===== config.mk =====
export PLATFORM = sky130hd
export DESIGN_NAME = id_scoreboard_stall
export DESIGN_NICKNAME = d
export VERILOG_FILES = /design/src/rtl/id_scoreboard_stall.sv
export SDC_FILE = /design/constraint.sdc
export NUM_CORES = 2
export LEC_CHECK = 0
export BUFFER_PORTS_ARGS = -buffer_cell sky130_fd_sc_hd__buf_2
export CELL_PAD_IN_SITES_DETAIL_PLACEMENT = 0
export CELL_PAD_IN_SITES_GLOBAL_PLACEMENT = 2
export CORE_ASPECT_RATIO = 1.4
export CORE_UTILIZATION = 44
export DETAILED_ROUTE_END_ITERATION = 8
export GPL_ROUTABILITY_DRIVEN = 0
export PLACE_DENSITY = 0.95
export REMOVE_ABC_BUFFERS = 1
export SLEW_MARGIN = 20
export SYNTH_ARGS = -nofsm -noshare
export SYNTH_HDL_FRONTEND = slang
export SYNTH_SLANG_ARGS = --single-unit

===== constraint.sdc =====
create_clock -name clk -period 9.9 [get_ports clk]
set_input_delay 0.99 -clock clk [delete_from_list [all_inputs] [get_ports clk]]
set_output_delay 0.99 -clock clk [all_outputs]
set_load 0.01 [all_outputs]

===== src/rtl/id_scoreboard_stall.sv =====
// Decode-stage register scoreboard and interlock.
// Each register has a small countdown giving the number of cycles left
// before its in-flight result can be forwarded. A decoding instruction
// stalls while any register it reads is still counting (RAW), or while
// its destination would be written by an older, slower producer after
// its own result (WAW). Stall and hold cycles send a bubble to ID/EX.
//
// Countdown timing: a producer issued with latency L is forwardable to
// the instruction decoding L cycles later. The register is therefore
// loaded with L-1 on the issue edge, so a consumer directly behind a
// latency-1 producer sees zero and issues without stalling.
module id_scoreboard_stall #(
    parameter int NUM_REGS   = 128,
    parameter int REG_ADDR_W = 7,
    parameter int LAT_W      = 3,
    parameter int CNT_W      = 32
) (
    input  logic                  clk,
    input  logic                  reset,
    input  logic                  id_valid_i,
    input  logic [REG_ADDR_W-1:0] id_ra_i,
    input  logic                  id_ra_used_i,
    input  logic [REG_ADDR_W-1:0] id_rb_i,
    input  logic                  id_rb_used_i,
    input  logic [REG_ADDR_W-1:0] id_rc_i,
    input  logic                  id_rc_used_i,
    input  logic [REG_ADDR_W-1:0] id_rt_i,
    input  logic                  id_rt_used_i,
    input  logic                  id_regwrite_i,
    input  logic [LAT_W-1:0]      id_lat_i,
    input  logic                  ex_hold_i,
    input  logic                  flush_i,
    output logic                  stall_o,
    output logic                  bubble_o,
    output logic                  issue_o,
    output logic                  pending_any_o,
    output logic [CNT_W-1:0]      stall_count_o
);

    logic [LAT_W-1:0] cnt_q [NUM_REGS];
    logic [LAT_W-1:0] cnt_d [NUM_REGS];
    logic [CNT_W-1:0] stall_count_q;
    logic [CNT_W-1:0] stall_count_d;
    logic             raw;
    logic             waw;
    logic             haz;

    // Hazard detection against the current (pre-load) countdowns, so an
    // instruction never stalls on the counter it is about to load itself.
    always_comb begin
        raw = (id_ra_used_i && (cnt_q[id_ra_i] != '0))
           || (id_rb_used_i && (cnt_q[id_rb_i] != '0))
           || (id_rc_used_i && (cnt_q[id_rc_i] != '0))
           || (id_rt_used_i && (cnt_q[id_rt_i] != '0));
        waw = id_regwrite_i && (cnt_q[id_rt_i] > id_lat_i);
        haz = id_valid_i && !flush_i && (raw || waw);
    end

    // Pipeline control: a flush drops the instruction (no stall), a hold
    // freezes everything, and reset forces a bubble with no stall.
    always_comb begin
        issue_o  = id_valid_i && !flush_i && !haz && !ex_hold_i && !reset;
        stall_o  = !reset && (ex_hold_i || haz);
        bubble_o = reset || (!ex_hold_i && !issue_o);
    end

    // Any register still counting down.
    always_comb begin
        pending_any_o = 1'b0;
        for (int r = 0; r < NUM_REGS; r++) begin
            if (cnt_q[r] != '0) begin
                pending_any_o = 1'b1;
            end
        end
    end

    // Next countdowns and stall counter; a hold freezes both.
    always_comb begin
        for (int r = 0; r < NUM_REGS; r++) begin
            cnt_d[r] = cnt_q[r];
            if (!ex_hold_i && (cnt_q[r] != '0)) begin
                cnt_d[r] = cnt_q[r] - LAT_W'(1);
            end
        end
        if (issue_o && id_regwrite_i && (id_lat_i != '0)) begin
            cnt_d[id_rt_i] = id_lat_i - LAT_W'(1);
        end
        stall_count_d = stall_count_q;
        if (haz && !ex_hold_i && (stall_count_q != '1)) begin
            stall_count_d = stall_count_q + CNT_W'(1);
        end
    end

    // State registers with synchronous reset.
    always_ff @(posedge clk) begin
        if (reset) begin
            for (int r = 0; r < NUM_REGS; r++) begin
                cnt_q[r] <= '0;
            end
            stall_count_q <= '0;
        end else begin
            for (int r = 0; r < NUM_REGS; r++) begin
                cnt_q[r] <= cnt_d[r];
            end
            stall_count_q <= stall_count_d;
        end
    end

    assign stall_count_o = stall_count_q;

endmodule


* Yosys cells after proc, flatten, opt, wreduce, memory -nomap -nowiden *
Memories as Yosys holds them, arrays and structs flattened.
Cells that the tools add are included.
Widths: inputs -> output; s select.

word-level totals
  register bits = 32
  RAM bits = 384
  bits of input ports = 41
  output and inout port bits = 36
  word-level logic and storage cells = 945
  memories = 1

cells by class
  add/subtract/negate cells = 130
  $lt $le $gt $ge = 3
  equality and inequality tests = 1
  muxes and demuxes = 391
  bitwise logic cells = 129
  reduce and logical (&&, ||, !) cells = 289

memories
  name   words  width  rd ports  clocked after Yosys merged registers in  write ports  line  text
  cnt_q  128    3      132       0                                        128          40    logic [LAT_W-1:0] cnt_q [NUM_REGS];

operator list
  operator               number
  $mux 3                 257
  $reduce_bool 3->1      133
  $sub 3x1->3 const B    129
  $bwmux 384             1
  $mux 384               1
  $logic_and 1x1->1      145
  $mux 1                 131
  $or 1x1->1             128
  $add 32x1->32 const B  1
  $ne 32x32->1 const B   1
  $demux 3 s7            1
  $ge 8x8->1 const B     1
  $lt 8x1->1 const B     1
  $not 7->8              1
  $logic_or 1x1->1       6
  $logic_not 1->1        5
  $gt 3x3->1             1

* Longest topological paths before layout *
  word-level depth = 129
  mapped depth = 23
  depth with buffers taken out = 17

* Worst setup path after synthesis *
OpenSTA, ideal clock, no wires.

  kind = input to output
  from = in id_rt_i[1]
  to = out bubble_o
  data arrival time = 4593 ps
  data required time = 8910 ps
  setup slack = 4317 ps
  stages on the path = 21
  buffers on the path = 4
  cells stage by stage = buf_4 > buf_4 > buf_4 > mux2_2 > a221oi_1 > o21ai_0 > o211ai_1 > nand4_1 > nand3_1 > inv_1 > ha_1 > nor2b_1 > o21a_1 > o211ai_1 > o211ai_1 > a221oi_2 > nand4_1 > or2_1 > clkbuf_1 > o21a_1 > or2_2

on the way
  longest elaborated chain between the ends = 13
  elaborated cells between the ends (all ways) = 15
  those cells by class = 1 x order compare; 13 x reduce/logical; 1 x memory

RTL lines
  item                                                line  text
  start, declared                                     27    input logic [REG_ADDR_W-1:0] id_rt_i,
  $mem_v2 128x3 (*)                                   -
  branches (longest 3 deep; another with $gt 3x3->1)  -
  $logic_or 1x1->1 (*)                                56    haz = id_valid_i && !flush_i && (raw || waw);
  $logic_and 1x1->1 (*)                               56
  $logic_not 1->1 (*)                                 62    issue_o = id_valid_i && !flush_i && !haz && !ex_hold_i && !reset;
  $logic_and 1x1->1 (*) (3 in a row)                  62
  $logic_not 1->1 (*)                                 64    bubble_o = reset || (!ex_hold_i && !issue_o);
  $logic_and 1x1->1 (*)                               64
  $logic_or 1x1->1 (*)                                64
  end, declared                                       34    output logic bubble_o,

Mark *: on every way between the ends.

* Worst setup path in the final report *
Ends and elaborated chain as after synthesis.

==> results.toml <==
[timing]
min_period_ns = 7.76
worstMarginPinSlew_ns = 1.31
finalCritPeriodShare = 0.784
timing.final.hold_violations = 0
finalSetupViolCount = 0
fin_ws_ns = 2.14
max_slew_margin = 0.127
max_freq_mhz = 129
drv_slew = 0
fin_skew_ns = 0.0236
whs_ns = 0.492
setup_tns_ns = 0
rsz0062_at_grt = "no"

[yosys]
synth_edf_count = 0
yosysTopAreaCellShare = 0.233
synth-xor-area-share = 0.0630
yosysWarnings = 0
synthMuxAreaShare = 0.220
synthAdderAreaFrac = 0.0917
ys_types = 85
synth-seq-cells = 416
async_reset_ff_frac = 0
synth_compound_area_frac = 0.143
yosys.area.top_type = "dfxtp_1"
synthTopCellsByArea = "dfxtp_1 (23%), mux2_2 (12%), ha_1 (9.2%), mux4_2 (7.8%), xnor2_1 (6.3%)"
synthSimpleGateAreaFrac = 0.172
synth_area_um2 = 35700
synth_top_family_by_area = "multiplexers"
seq_area_frac_synth = 0.233
syn_inst = 4218
syn_avg_cell_area_um2 = 8.47
synthFlopType = "dfxtp_1"

[finish]
nNetsFinal = 4429
fillCellCount = 7984
area_growth_pct = 7.09
layout-drive-gt1-share = 0.182
seq_area_um2 = 8330
final_common_cell = "nor2_1"
multiInputGateArea_um2 = 24700
layout_common_cells = "nor2_1 (515), dfxtp_1 (416), inv_1 (407)"

[worst_setup_path]
required_ns = 8.91
worstSetupPathType = "in2out"
cp_top_family = "simple AND/OR/NAND/NOR gates"
crit_fanout = 66
worst-path-buf-inv = 4
slowest_stage = "nor2b_2"
critPathMaxStageDelay_ns = 0.74
start_kind = "primary input"
crit_chain = "buf_4 > nor2b_2 > buf_4 > a221oi_1 > o22ai_1 > o211ai_1 > a32oi_1 > nand3_1 > inv_1 > ha_1 > nor2b_1 > o21a_1 > o211ai_1 > o211ai_1 > a221oi_2 > nand4_1 > or2_1 > o21a_1 > or2_2 > buf_2"
arrival_ns = 6.77
cp_common_cell = "o211ai_1"
endpoint_kind = "primary output"

[power_and_ir_drop]
powerDensity_nw_per_um2 = 339
peakVddDrop_mv = 0.144
leakage_nw = 14.0

[die]
die_h_um = 339
dieArea_um2 = 82400
io_pins = 77
coreArea_um2 = 80300
die_w_um = 243
placement_rows = 123
initial_core_util = 0.445

[route]
route.vias.total = 35100
drtIter0Drc = 4750
wl_per_cell_um = 30.3
via_per_inst = 6.71
routed_wl_um = 158000
drc = 0
antenna_left = 0
firstDrtPassIters = 8

[clock_network]
htreeDepth = 2
numCtsBuffers = 48
cts-resized-gates = 0
post_cts_buffers = 0
clkTransAtPathRegs_ns = 0.06
tritoncts = "done"
clkSinkCount = 416
clkLatencyLatePin_ns = 0.66
root_buffer = "clkbuf_16"
clk_path_buf_depth = 3
cts-hold-fix-buffers = 0

[global_routing]
grt-ovfl-total = 0
first_global_vias = 33300
grt_antenna_before_repair = 28
grtUsageTotal = 0.376
grt_max_degree = 193
grt_first_pass_wirelength_um = 228000

[placement]
pre_cts_slack_ns = 2.29
port_buffers = 76
hpwl_um = 111000

[min_path]
min_path_type = "reg2reg"

[status]
outcome = "complete, no violations"

[flow_run]
cap_violations = 0
-- area by class of cell --
cell class | instances | share of cell area
Inverter | 413 | 0.0405
Multi-Input combinational cell | 3128 | 0.646
Clock inverter | 14 | 0.00425
Tap cell | 1062 | 0.0347
Clock buffer | 70 | 0.0365
Sequential cell | 416 | 0.218
Antenna cell | 7 | 0.000458
Timing Repair Buffer | 119 | 0.0200
-- per-stage QoR --
stage / cell area (um^2) / power [mW] / util / instances
CTS: 38200 / 12.6 / 0.475 / 5218
detailed placement: 36600 / 10.7 / 0.456 / 5134
global placement: 36600 / 10.6 / 0.456 / 5134
floorplan: 34500 / 8.23 / - / 3957
global route: 38300 / 13.7 / 0.476 / 5223
finish: 38300 / 13.0 / 0.476 / 5229
-- where the power goes --
part	internal [mW]	switching [mW]
clock	1.05	0.815
sequential	2.41	1.30
combinational	3.28	4.12
total	6.74	6.23
-- worst paths after layout --
path / from / to / slack [ns] / cells past startpoint
worst min register to register: stall_count_o[26] / stall_count_o[26] / 0.49 / 2
worst max register to register: cnt_q[16][2] / cnt_q[76][0] / 4.44 / 15
worst min-delay path: stall_count_o[26] / stall_count_o[26] / 0.49 / 2
worst max-delay path: id_rt_i[1] / bubble_o / 2.14 / 20
-- worst min-delay path, delay by kind of cell, from the launching register on --
| family | cells | cell delay, ns |
|---|---|---|
| compound gates | 2 | 0.12 |
| flops | 1 | 0.32 |
-- Yosys cell counts (17+ instances only) --
cell type,count
inv_1,407
nand4_1,25
mux2_2,393
o21ai_0,40
a31oi_1,48
a211oi_1,171
xnor2_1,257
or4_1,21
nor4_1,49
a22oi_1,19
and3_1,35
a21oi_1,194
clkbuf_1,143
and4_1,64
nand2_1,310
a311oi_1,17
ha_1,262
o221ai_1,21
nor3_1,123
nor2_1,521
a221oi_1,76
nand3_1,44
buf_2,76
mux2i_1,62
buf_4,24
mux4_2,124
dfxtp_1,416
o31ai_1,25
nor2b_1,26
-- cell families (layout without fill, tap and decap cells) --
family,Yosys count,in the layout
and+or+nand+nor,1297,1297
AOI/OAI and AO/OA,730,730
buffers and inverters,674,616
muxes,582,582
DFF,416,416
adders and majority gates,262,262
xor gates and xnor gates,257,257
other,0,7
-- state kept, by name, indices dropped and copies added (netlist names) --
signal and cells:
stall_count_o 32, cnt_q 384
-- per-layer routing --
metal  vias up  share of wire  track usage
met5         -         0.0017            0
met4        34           0.11        0.322
met3       863           0.12        0.121
met2      2402           0.43        0.582
met1     16800           0.34        0.416
li1      15000              -            -
(Power assumes the default switching activity.)
